## src/rtl/framebuffer_clear_engine.sv

```systemverilog
// Multi-lane back-buffer clear: fills with a two-colour split pattern, LANES pixels per granted beat.
// First beat appears two cycles after start; grant=0 freezes all outputs; abort drops straight to idle.
module framebuffer_clear_engine #(
  parameter int DEPTH  = 307200,
  parameter int LANES  = 2,
  parameter int DATA_W = 4,
  parameter int ADDR_W = 19
) (
  input  logic                     i_clock,
  input  logic                     i_reset_n,
  input  logic                     i_start,
  input  logic                     i_abort,
  input  logic                     i_grant,
  input  logic [ADDR_W-1:0]        i_split_addr,
  input  logic [DATA_W-1:0]        i_colour_top,
  input  logic [DATA_W-1:0]        i_colour_bottom,
  output logic [LANES-1:0]         o_wr_en,
  output logic [LANES*ADDR_W-1:0]  o_wr_addr,
  output logic [LANES*DATA_W-1:0]  o_wr_data,
  output logic                     o_busy,
  output logic                     o_done
);

  localparam int BW = ADDR_W + 1;
  localparam logic [BW-1:0] W_DEPTH = BW'(DEPTH);
  localparam logic [BW-1:0] W_LANES = BW'(LANES);

  typedef enum logic [1:0] {S_IDLE, S_FILL, S_DONE} state_t;

  state_t                    r_state, w_state_nxt;
  logic [BW-1:0]             r_base, w_base_nxt;
  logic [ADDR_W-1:0]         r_split;
  logic [DATA_W-1:0]         r_top, r_bottom;
  logic [LANES-1:0]          r_wr_en, w_wr_en_nxt;
  logic [LANES*ADDR_W-1:0]   r_wr_addr, w_wr_addr_nxt;
  logic [LANES*DATA_W-1:0]   r_wr_data, w_wr_data_nxt;
  logic [BW-1:0]             w_lane_addr;
  logic                      w_beat, w_last, w_load;

  always_comb begin
    w_beat      = (r_state == S_FILL) && (r_wr_en != '0) && i_grant && !i_abort;
    w_last      = w_beat && ((r_base + W_LANES) >= W_DEPTH);
    w_state_nxt = r_state;
    w_base_nxt  = r_base;
    case (r_state)
      S_IDLE: begin
        if (i_start) begin
          w_state_nxt = S_FILL;
          w_base_nxt  = '0;
        end
      end
      S_FILL: begin
        if (i_abort) begin
          w_state_nxt = S_IDLE;
        end else if (w_beat) begin
          w_base_nxt = r_base + W_LANES;
          if (w_last) w_state_nxt = S_DONE;
        end
      end
      S_DONE:  w_state_nxt = S_IDLE;
      default: w_state_nxt = S_IDLE;
    endcase
  end

  // The accept cycle only clears base; lanes load from the first FILL cycle onward.
  assign w_load = (r_state == S_FILL) && (w_state_nxt == S_FILL);

  always_comb begin
    w_lane_addr   = '0;
    w_wr_en_nxt   = '0;
    w_wr_addr_nxt = '0;
    w_wr_data_nxt = '0;
    for (int i = 0; i < LANES; i++) begin
      w_lane_addr = w_base_nxt + BW'(i);
      w_wr_en_nxt[i] = w_load && (w_lane_addr < W_DEPTH);
      w_wr_addr_nxt[i*ADDR_W +: ADDR_W] = w_lane_addr[ADDR_W-1:0];
      w_wr_data_nxt[i*DATA_W +: DATA_W] = (w_lane_addr < {1'b0, r_split}) ? r_top : r_bottom;
    end
  end

  always_ff @(posedge i_clock or negedge i_reset_n) begin
    if (!i_reset_n) begin
      r_state   <= S_IDLE;
      r_base    <= '0;
      r_split   <= '0;
      r_top     <= '0;
      r_bottom  <= '0;
      r_wr_en   <= '0;
      r_wr_addr <= '0;
      r_wr_data <= '0;
    end else begin
      r_state <= w_state_nxt;
      r_base  <= w_base_nxt;
      r_wr_en <= w_wr_en_nxt;
      if (w_load) begin
        r_wr_addr <= w_wr_addr_nxt;
        r_wr_data <= w_wr_data_nxt;
      end
      if ((r_state == S_IDLE) && i_start) begin
        r_split  <= i_split_addr;
        r_top    <= i_colour_top;
        r_bottom <= i_colour_bottom;
      end
    end
  end

  assign o_wr_en   = r_wr_en;
  assign o_wr_addr = r_wr_addr;
  assign o_wr_data = r_wr_data;
  assign o_busy    = (r_state != S_IDLE);
  assign o_done    = (r_state == S_DONE);

endmodule

```

## config.mk

```make
export PLATFORM = sky130hd
export DESIGN_NAME = framebuffer_clear_engine
export DESIGN_NICKNAME = d
export VERILOG_FILES = /design/src/rtl/framebuffer_clear_engine.sv
export SDC_FILE = /design/constraint.sdc
export NUM_CORES = 1
export LEC_CHECK = 0
export CAP_MARGIN = 30
export CORE_MARGIN = 10
export CORE_UTILIZATION = 45
export CTS_CLUSTER_DIAMETER = 50
export DETAILED_ROUTE_END_ITERATION = 16
export HOLD_SLACK_MARGIN = 0.08
export PLACE_DENSITY = 0.68
export SYNTH_ARGS = -nofsm -noshare
export SYNTH_HDL_FRONTEND = slang
export SYNTH_SLANG_ARGS = --single-unit
```

## constraint.sdc

```tcl
create_clock -name i_clock -period 6.2 [get_ports i_clock]
set_input_delay 0.62 -clock i_clock [delete_from_list [all_inputs] [get_ports i_clock]]
set_output_delay 0.62 -clock i_clock [all_outputs]
set_load 0.02 [all_outputs]
```

Word-level counts from Yosys, hierarchy flattened. Index checks and enable logic that the tools add are counted.

Bits in latches: 0. Register bits: 97. Input port bits: 32. Memory bits (writable): 0. ROM bits: 0. Word-level logic and storage cells: 41. Memories kept: 0. Output and inout port bits: 50.

$mul: 0. Eq/ne operators: 3. $lt $le $gt $ge: 5. $add $sub $neg: 2. Shift operators: 0. Divide/modulo/power cells: 0. Bitwise logic cells: 0. Reduce and logical (&&, ||, !) cells: 12. Muxes and demuxes: 11.

Operator list (count): $mux W20 (3); $lt A20 B19 Y1 (2); $lt A20 B19 Y1 const B (2); $pmux W20 S2 (1); $add A20 B1 Y20 const B (1); $add A20 B2 Y20 const B (1); $ge A20 B19 Y1 const B (1); $logic_and A1 B1 Y1 (8); $mux W2 (4); $mux W4 (2); $eq A2 B1 Y1 const B (2); $pmux W2 S2 (1); $reduce_bool A2 Y1 (2); $eq A2 B2 Y1 const B (1); $logic_not A2 Y1 (1); $logic_not A1 Y1 (1).

Logic depth before layout (Yosys ltp). Gate-level depths: netlist (run 1).

Depth in word-level cells: 12. Mapped depth: 22.

Worst setup path after synthesis (run 1). OpenSTA, ideal clock, no wires.

Path type: input -> register. From: in i_abort. To: reg r_wr_data[4], in the netlist o_wr_data[4]. Buffers on the path: 1. Required time: 6.074 ns. Cell stages on the path: 16. Setup time: 0.126 ns. Arrival time: 4.523 ns. Slack: 1.551 ns. Path through: or3b_1 > buf_6 > nor4_1 > mux2i_1 > nand4b_4 > or3_4 > o31a_1 > or2_1 > ha_1 > a21o_1 > a211oi_1 > o211ai_1 > a221oi_1 > o21ai_1 > mux2i_1 > a21oi_1.

RTL lines: start: declaration (RTL line 12) `input logic i_abort,`; $logic_not A1 Y1 (RTL line 41) `w_beat = (r_state == S_FILL) && (r_wr_en != '0) && i_grant && !i_abort;`; $logic_and A1 B1 Y1 (RTL line 41); $mux W20 (RTL line 55) `end else if (w_beat) begin`; $mux W20 * (RTL line 53) `if (i_abort) begin`; $pmux W20 S2 * (RTL line 45) `case (r_state)`; named net w_base_nxt[9] (RTL line 31) `logic [BW-1:0] r_base, w_base_nxt;`; $add A20 B1 Y20 * (RTL line 74) `w_lane_addr = w_base_nxt + BW'(i);`; named net w_lane_addr[13] (RTL line 37) `logic [BW-1:0] w_lane_addr;`; $lt A20 B19 Y1 * (RTL line 77) `w_wr_data_nxt[i*DATA_W +: DATA_W] = (w_lane_addr < {1'b0, r_split}) ? r_top : r_bottom;`; $mux W4 * (RTL line 77); end signal: assignment (RTL line 97) `r_wr_data <= w_wr_data_nxt;`; end: declaration (RTL line 36) `logic [LANES*DATA_W-1:0] r_wr_data, w_wr_data_nxt;`.

The timed path passes the listed nets; every way through them passes the cells marked *. A chain may end at the register's enable or synchronous reset.

Final worst setup path (run 1).
From: in i_abort. To: reg r_wr_data[7], in the netlist o_wr_data[7].

The elaborated chain is that of the path after synthesis.

==> flow_summary.yaml, run 1 <==
outcome:
  outcome: "finished clean"
cts:
  cts_setup_buffers: 0
  insertion_delay_ns: 0.34
  cts_root_buf: "clkbuf_16"
  cts_max_path_buffers: 2
  h-tree-depth: 3
  cts.clk_slew.worst_paths_ns: 0.06
  cts_resized: 0
  cts_tree: "done"
  postCtsHoldBufs: 0
  cts_sinks: 97
  cts_buffers: 9
yosys:
  synth.yosys.warnings: 0
  avgSynthCellArea_sq_um: 9.75
  yosysUniqueCellTypes: 66
  synth_nets: 641
  synth-seq-cells: 97
  ys_seq_area_share_pct: 43.6
  synth_cells: 571
  synth_flop_cell: "dfrtp_1"
  synthesis.area_sq_um: 5570
  synth_edf_count: 0
  async_flop_share_pct: 100
critical_path:
  critical_path_class: "primary input to flop"
  cp.required_ns: 6.41
  path_cells: "clkdlybuf4s50_1 > or3b_1 > nor2_1 > o21ai_0 > nor2_1 > ha_1 > o211ai_1 > nor3_1 > xor2_1 > ha_1 > a21o_1 > a21o_1 > a211o_1 > a211oi_1 > o211ai_1 > a221oi_1 > o21ai_1 > mux2i_1 > a21oi_1"
  crit_arrival_ns: 5.74
  end_kind: "flop"
  slowest_delay_ns: 0.59
  crit_slowest_cell: "nor2_1"
  critPathTopFamily: "compound AO/OA/AOI/OAI gates"
  start_kind: "primary input"
  cp_max_fo: 11
  path_buf_inv: 1
sta:
  slew_headroom_pct: 41.1
  max_freq_mhz: 181
  tns_ns: 0
  fin_ws_ns: 0.669
  worst_slew_pin_slew_ns: 0.875
  slew_violations: 0
  hold_viol_final: 0
  layout_min_cycle_time_ns: 5.53
  period_share_pct: 89.2
  setup_viol: 0
  rsz0062_at_grt: "false"
  finalHoldWorstSlack_ns: 0.224
  clock_skew_ns: 0.00576
placed_design:
  hpwl_um: 11000
  gp_congestion: 0.925
  dp.cells: 799
  dp_slack_ns: 0.473
  port_buffers: 81
layout:
  instances_no_fill: 813
  fillCellCount: 1074
  final_core_util_pct: 56.5
  antenna_cells: 0
  multiInputGateArea_sq_um: 2910
  finalNetCount: 712
  layout-drive-gt1-share_pct: 10.7
  seq_area_sq_um: 2430
  area_growth_pct: 22.5
global_route:
  antenna_found_initial: 0
  grt_pass1_wl_um: 24100
  grt_pass1_vias: 4625
  gr-usage-all-layers_pct: 16.9
  grt_remaining_overflow: 0
  grt_max_degree: 65
pwr:
  seqPwrFrac_pct: 44.5
  leakagePower_uw: 0.00322
  p_int_uw: 1190
  power.switching_uw: 467
  switching_share_pct: 28.2
  combPwrFrac_pct: 21.1
  ir_drop_uv: 140
  power_frac_clock_pct: 34.4
  power_density_nw_per_um2: 243
drt:
  first_pass_iters: 4
  wl_per_cell_um: 18.0
  routed_wl_um: 14600
  dr_wl_met2_um: 6920
  top_layer: "met4"
  met1Wirelength_um: 6570
  wl_met3_um: 808
  drc: 0
  via_count: 4472
  drtAntennaViolNets: 0
  drt_iter0_drc: 336
  vias_per_cell: 5.50
floorplan:
  design.core.area_sq_um: 12100
  ios: 82
  dieArea_sq_um: 17200
  die_h_um: 131
  start_util_pct: 46.1
  row_count: 40
  dieWidth_um: 131
hold_path:
  hold_path_class: "primary input to async pin"
flow_run:
  cap_violations: 0
## flip-flops by register name (all words and copies together) (netlist names)
register / count
o_wr_addr: 38
r_base: 20
r_top: 4
o_wr_en: 2
r_state: 2
o_wr_data: 8
r_split: 19
r_bottom: 4
## layer usage
metal,global-route usage (%),up-vias
met2,27.0,145
met5,0,-
met3,2.55,19
li1,-,2154
met1,22.1,2154
met4,7.38,0
## synth_stat cells, drive strengths merged (10+ instances only)
cell type,number,area (sq um)
nand2,70,263
ha,38,475
clkbuf,11,41.3
a21oi,26,134
nand3,13,65.1
mux2i,12,120
o21ai,37,189
nor4,12,87.6
nand4,10,62.6
nor2,43,161
a21o,12,90.1
buf,15,81.3
inv,32,120
xor2,13,114
dfrtp,97,2430
xnor2,13,114
mux2,33,375
## worst reg2reg max path, cell delays in order (launching register included)
cell and delay, ns:
dfrtp_1 0.43, or3b_1 0.56, nor2_1 0.59, o21ai_0 0.17
nor2_1 0.34, ha_1 0.30, o211ai_1 0.21, nor3_1 0.32
xor2_1 0.14, ha_1 0.21, a21o_1 0.15, a21o_1 0.17
a211o_1 0.29, a211oi_1 0.29, o211ai_1 0.15, a221oi_1 0.31
o21ai_1 0.25, mux2i_1 0.22, a21oi_1 0.09
## cell families after synthesis
logic type | after synthesis | synth area share (%)
DFF | 97 | 43.6
adders and majority gates | 38 | 8.54
muxes | 45 | 8.90
xor gates and xnor gates | 26 | 4.09
buffers and inverters | 58 | 4.36
and+or+nand+nor | 194 | 17.8
AOI/OAI and AO/OA | 113 | 12.7
## cell usage in the layout, fill, tap and decap left out, types with 10 or more instances in the layout
cell,netlist,final
a21o_1,12,12
a21oi_1,25,25
clkdlybuf4s50_1,0,80
dfrtp_1,97,97
ha_1,38,38
inv_1,31,31
mux2_2,32,32
mux2i_1,12,12
nand2_1,70,70
nand3_1,13,13
nand4_1,10,10
nor2_1,43,41
nor4_1,10,10
o21ai_0,32,32
xnor2_1,13,13
xor2_1,13,13
## power by group through the flow
stage / clock, uW / sequential, uW / combinational (uW)
6_report: 568 / 737 / 349
4_1_cts: 582 / 737 / 352
3_3_place_gp: 0 / 747 / 342
3_5_place_dp: 0 / 749 / 350
5_1_grt: 606 / 745 / 386
2_1_floorplan: 0 / 777 / 165
## final timing paths
kind | start | to | slack [ns] | cells past startpoint
max reg2reg | r_state[1] | o_wr_data[7] | 0.89 | 18
max | i_abort | o_wr_data[7] | 0.67 | 19
min | i_reset_n | o_wr_addr[11] | 0.22 | 1
max in group asynchronous | i_reset_n | r_base[16] | 4.82 | 2
min reg2reg | o_wr_addr[24] | o_wr_addr[24] | 0.50 | 1
min in group i_clock | o_wr_addr[24] | o_wr_addr[24] | 0.50 | 1
## stage by stage
step	power, uW	area, sq um
final	1650	6820
after global routing	1740	6820
after CTS	1670	6820
after detailed placement	1100	6510
after global placement	1090	6510
after floorplan	942	5570
## cell type report
class                           instances  area share (%)
Inverter                               32            1.76
Sequential cell                        97            35.6
Timing Repair Buffer                   86            12.4
Clock inverter                          2           0.551
Multi-Input combinational cell        416            42.7
Tap cell                              168            3.08
Clock buffer                           12            3.91
(Power assumes the default switching activity.)
==> inputs of run 2 (changes only) <==
--- a/config.mk
+++ b/config.mk
@@ -7,11 +7,12 @@
 export LEC_CHECK = 0
 export CAP_MARGIN = 30
 export CORE_MARGIN = 10
-export CORE_UTILIZATION = 45
+export CORE_UTILIZATION = 55
 export CTS_CLUSTER_DIAMETER = 50
 export DETAILED_ROUTE_END_ITERATION = 16
+export GPL_TIMING_DRIVEN = 1
 export HOLD_SLACK_MARGIN = 0.08
-export PLACE_DENSITY = 0.68
+export PLACE_DENSITY = 0.81
 export SYNTH_ARGS = -nofsm -noshare
 export SYNTH_HDL_FRONTEND = slang
 export SYNTH_SLANG_ARGS = --single-unit
==> run 2 against run 1 <==
Net effect:
- first-iteration DRC count fell by 6.0%
- combinational power barely moved
- via count rose by 2.0%
- non-clock buffer count rose by 1
- clock skew rose by 0.013 ns
- hold slack got worse by 0.076 ns
- die area fell by 16%
- utilization rose by 11 points
- cell count fell by 4.1%
- sequential cell count did not move
- fmax rose by 5.4%
- clock-buffer cell count fell by 2
- largest cell class unchanged
==> flow_summary.yaml, run 2 (synthesis results as in run 1) <==
sta:
  slew_headroom_pct: 41.7
  layout_min_cycle_time_ns: 5.25
  clock_skew_ns: 0.0189
  period_share_pct: 84.6
  worst_slew_pin_slew_ns: 0.874
  slew_violations: 0
  tns_ns: 0
  setup_viol: 0
  max_freq_mhz: 191
  finalHoldWorstSlack_ns: 0.148
  rsz0062_at_grt: "false"
  hold_viol_final: 0
layout:
  seq_area_sq_um: 2430
  area_growth_pct: 19.4
  finalNetCount: 713
  fillCellCount: 828
  mostFrequentLayoutCell: "dfrtp_1"
  largest_reg_flops: 38
  layout-drive-gt1-share_pct: 11.0
  multiInputGateArea_sq_um: 2910
  design_area_sq_um: 6650
  antenna_cells: 0
  final_cell_mix: "dfrtp_1, clkdlybuf4s50_1, nand2_1"
drt:
  drtAntennaViolNets: 0
  via_count: 4562
  first_pass_iters: 5
  routed_wl_um: 14600
  drc: 0
  vias_per_cell: 5.85
  wl_per_cell_um: 18.7
  drt_iter0_drc: 316
floorplan:
  die_h_um: 121
  dieWidth_um: 121
  design.core.area_sq_um: 9820
  start_util_pct: 56.7
  dieArea_sq_um: 14500
  ios: 82
  row_count: 36
critical_path:
  crit_path_frequent_cell: "mux2i_1"
  critical_path_class: "primary input to flop"
  cp_max_fo: 10
  end_kind: "flop"
  cp.required_ns: 6.44
  critPathTopFamily: "simple AND/OR/NAND/NOR gates"
  path_cells: "clkdlybuf4s50_1 > or3b_1 > nor4_1 > mux2i_1 > nand4b_4 > or3_4 > o31a_1 > or2_1 > ha_1 > a21o_1 > a211oi_1 > o211ai_1 > a221oi_1 > o21ai_1 > mux2i_1 > a21oi_1"
  crit_arrival_ns: 5.48
  slowest_delay_ns: 0.57
  crit_slowest_cell: "mux2i_1"
  start_kind: "primary input"
  path_buf_inv: 1
cts:
  cts_max_path_buffers: 2
  cts_buffers: 9
  cts_resized: 0
  cts_setup_buffers: 0
  h-tree-depth: 3
  postCtsHoldBufs: 0
  cts_tree: "done"
  insertion_delay_ns: 0.37
  cts_sinks: 97
  cts.clk_slew.worst_paths_ns: 0.10
  cts_root_buf: "clkbuf_8"
pwr:
  ir_drop_uv: 138
  design_power_total_uw: 1460
  power_density_nw_per_um2: 219
  leakagePower_uw: 0.00316
placed_design:
  hpwl_um: 11100
  placed_cell_area_sq_um: 6480
  port_buffers: 81
  gp_congestion: 0.931
global_route:
  grt_remaining_overflow: 0
  grt_pass1_wl_um: 24000
  grt_pass1_vias: 4791
  grt_max_degree: 71
  gr-usage-all-layers_pct: 20.3
  antenna_found_initial: 0
outcome:
  outcome: "finished clean"
flow_run:
  cap_violations: 0
hold_path:
  hold_path_class: "primary input to async pin"
[run 2: cell count changes in the layout (fill, tap and decap cells not counted)]
cell       delta
inv_6         +1
clkinv_2      +3
clkbuf_8      +7
clkbuf_16     -9
buf_4         +1
bufinv_16     -1
[run 2: power by group]
part	leakage, uW	internal [uW]	total (uW)	switching, uW
clock network	0.0000883	154	374	220
logic	0.00181	147	348	201
registers	0.00127	699	736	37.4
total	0.00316	1000	1460	459
[run 2: worst register-to-register path, delay by kind of cell (launching register included)]
kind | cells | cell delay, ns
DFF | 1 | 0.44
adders and majority gates | 2 | 0.59
xor gates and xnor gates | 1 | 0.32
AOI/OAI and AO/OA | 9 | 2.20
buffers and inverters | 1 | 0.21
muxes | 1 | 0.24
and+or+nand+nor | 6 | 1.00
[run 2: final timing paths]
kind	startpoint	slack (ns)	to	cells after the start
setup reg to reg	o_wr_en[1]	1.07	o_wr_data[7]	20
hold / removal	i_reset_n	0.15	o_wr_en[0]	1
max in group asynchronous	i_reset_n	4.84	r_split[16]	2
hold reg to reg	o_wr_addr[2]	0.51	o_wr_addr[2]	1
min in group i_clock	o_wr_addr[2]	0.51	o_wr_addr[2]	1
setup / recovery	i_abort	0.95	o_wr_data[7]	16
[run 2: per-layer routing]
metal  vias up  wire (um)  global-route usage (%)
li1       2172          -                       -
met1      2212       6590                    26.2
met2       149       6920                    32.7
met3        29        766                    3.68
met4         0        281                    8.37
met5         -          0                       0
[run 2: layout make-up]
cell class,instances,share of cell area (%)
clock buffer,10,2.07
timing repair buffer,87,12.8
multi-input combinational,416,43.8
inverter,32,1.81
tap,133,2.50
clock inverter,5,0.471
sequential,97,36.5
[run 2: stage by stage]
| stage | cells | util (%) | worst slack (ns) |
|---|---|---|---|
| after global placement | 765 | 66.0 | 0.793 |
| final | 780 | 67.7 | 0.954 |
| after detailed placement | 765 | 66.0 | 0.667 |
| after CTS | 780 | 67.7 | 1.01 |
| after floorplan | 571 | - | 1.55 |
| after global routing | 780 | 67.7 | 0.515 |
==> edit: new RTL, config.mk and constraints of run 1 <==
Set the parameter `ADDR_W` to 38 (it was 19).
--- a/src/rtl/framebuffer_clear_engine.sv
+++ b/src/rtl/framebuffer_clear_engine.sv
@@ -4,7 +4,7 @@
   parameter int DEPTH  = 307200,
   parameter int LANES  = 2,
   parameter int DATA_W = 4,
-  parameter int ADDR_W = 19
+  parameter int ADDR_W = 38
 ) (
   input  logic                     i_clock,
   input  logic                     i_reset_n,
Ports: changed (resized i_split_addr and o_wr_addr); port bits go from 82 to 139. No check against the original RTL was run, so the function may have changed too.
==> edit against run 1 <==
- cell area rose by 100%
- critical path depth rose by 4
- sequential cell count rose by 76
- worst hold slack improved by 0.033 ns
- routed wire length rose by 140%
- clock skew rose by 0.0066 ns
- synthesized cell count rose by 97%
- area after synthesis rose by 93%
- via count rose by 110%
- non-clock buffer count rose by 153
- total power rose by 76%
- worst setup slack got worse by 0.35 ns
- critical endpoint unchanged
==> edit: results (changes against run 1) <==
[global_route]
first_global_vias = 9409  ; was 4625
use_met2_pct = 35.8  ; was 27.0%
gr-usage-all-layers_pct = 23.1  ; was 16.9%
grt_max_degree = 109  ; was 65
grt_use_met3_pct = 6.11  ; was 2.55%
grt_pass1_wl_um = 55600  ; was 24100 um
grt_use_met1_pct = 31.7  ; was 22.1%
antenna_found_initial = 0  ; unchanged

[clock_tree]
htree_levels = 4  ; was 3
worstSkewPairLatency_ns = 0.44  ; was 0.34 ns
numCtsBuffers = 17  ; was 9
clkTransAtPathRegs_ns = 0.08  ; was 0.06 ns
cts_root_buf = clkbuf_16  ; unchanged
max-clock-path-buffers = 2  ; unchanged

[setup_path]
endpoint = o_wr_data[7]  ; unchanged
rr_worst_depth = 20  ; was 18
reg2reg_slack_ns = 0.43  ; was 0.89 ns
critPathTopFamily = simple AND/OR/NAND/NOR gates  ; was compound AO/OA/AOI/OAI gates
cp_slowest_cell = or4_1  ; was nor2_1
crit_path_start = i_abort  ; unchanged
critical_path.max_stage_delay_ns = 0.68  ; was 0.59 ns
timing.rr.start = r_base[17]  ; was r_state[1]
crit_fanout = 6  ; was 11

[logic_synthesis]
seq_area_frac_synth_pct = 40.3  ; was 43.6%
synth_fp_nets = 1251  ; was 641
synthAdderAreaFrac_pct = 8.86  ; was 8.54%
synth_compound_area_share_pct = 13.8  ; was 12.7%
synth_top_cells_by_count = 173 x dfrtp_1, 119 x nand2_1, 76 x ha_1  ; was 97 x dfrtp_1, 70 x nand2_1, 43 x nor2_1
synth_area_leaders = dfrtp_1 40%, ha_1 8.9%, mux2_2 7.7%  ; was dfrtp_1 44%, ha_1 8.5%, mux2_2 6.5%
synth.distinct_cells = 80  ; was 66
synth-xor-area-share_pct = 4.57  ; was 4.09%
async_reset_ff_share_pct = 100  ; unchanged
synth_mux_area_share_pct = 8.98  ; was 8.90%
yosys_warnings = 0  ; unchanged

[placement]
io_buffers = 138  ; was 81
placed_area_sq_um = 13100  ; was 6510 sq um
dp_hpwl_um = 26900  ; was 11000 um
gp_congestion = 0.936  ; was 0.925

[cells_and_area]
nFillCells = 2050  ; was 1074
drive_above_1_share_pct = 17.3  ; was 10.7%
largest_reg_flops = 76  ; was 38
layout.nets = 1449  ; was 712
antenna_cells = 0  ; unchanged
final_util_pct = 58.2  ; was 56.5%

[run_status]
outcome = complete, no violations  ; unchanged

[routing]
drt_iter0_drc = 851  ; was 336
drt_wl_total_um = 35400  ; was 14600 um
first_pass_iters = 7  ; was 4
vias_per_cell = 5.78  ; was 5.50

[sta]
skew_ns = 0.0124  ; was 0.00576 ns
slew-limit-headroom_pct = 44.3  ; was 41.1%

[pwr]
vdd_drop_max_mv = 0.238  ; was 0.140 mV
p_leak_uw = 0.00645  ; was 0.00322 uW

[worst_hold_path]
hold_path.class = input port to async pin  ; unchanged

==> edit: cell type report <==
type / instances / share of cell area (%)
multi-input combinational: 839 / 43.9
timing repair buffer: 239 / 15.8
clock inverter: 14 / 1.13
inverter: 52 / 1.43
tap: 319 / 2.92
sequential: 173 / 31.7
clock buffer: 18 / 3.14
==> edit: repair_timing <==
item	4_1_cts	5_1_grt
resized for setup	0	4
buffers inserted	0	0
endpoints found under the setup margin	0	4
==> edit: worst reg2reg max path, stage by stage, from the launching register on <==
cell and delay (ns):
dfrtp_1 0.64, nand4_1 0.34, or4_1 0.68, or4_1 0.54, a21oi_2 0.19, nor4b_2 0.43, and3_1 0.27, nand4_1 0.16
xnor2_2 0.28, ha_1 0.29, a21o_1 0.16, a21o_1 0.16, a21oi_1 0.21, nand2_1 0.09, a21oi_1 0.12, o221ai_1 0.16
a221oi_1 0.30, a21boi_1 0.20, buf_4 0.17, mux2i_1 0.19, a21oi_1 0.08
==> edit: kinds of logic after synthesis <==
kind of cell,count (synthesis)
simple gates,394
compound gates,226
flops,173
buf+inv,112
mux,87
fa+ha+maj,76
xor+xnor,56
==> edit: routing by layer <==
metal  vias up  wire length, um
li1       4495                -
met1      4623            15600
met2       400            16100
met3        35             3310
met4         0              397
met5         -                0
==> edit: through the flow <==
step / cells / worst slack (ns) / hold WS (ns) / TNS, ns
finish: 1654 / 0.321 / 0.257 / 0
global route: 1654 / -0.000106 / 0.319 / -0.000106
CTS: 1654 / 0.256 / 0.275 / 0
detailed placement: 1622 / -0.122 / 0.484 / -0.473
global placement: 1622 / -0.0161 / 0.474 / -0.0329
floorplan: 1124 / 0.668 / 0.324 / 0
==> edit: power by group <==
group	internal, uW	switching (uW)
clock network	572	516
logic	223	329
registers	1220	45.1
total	2020	890
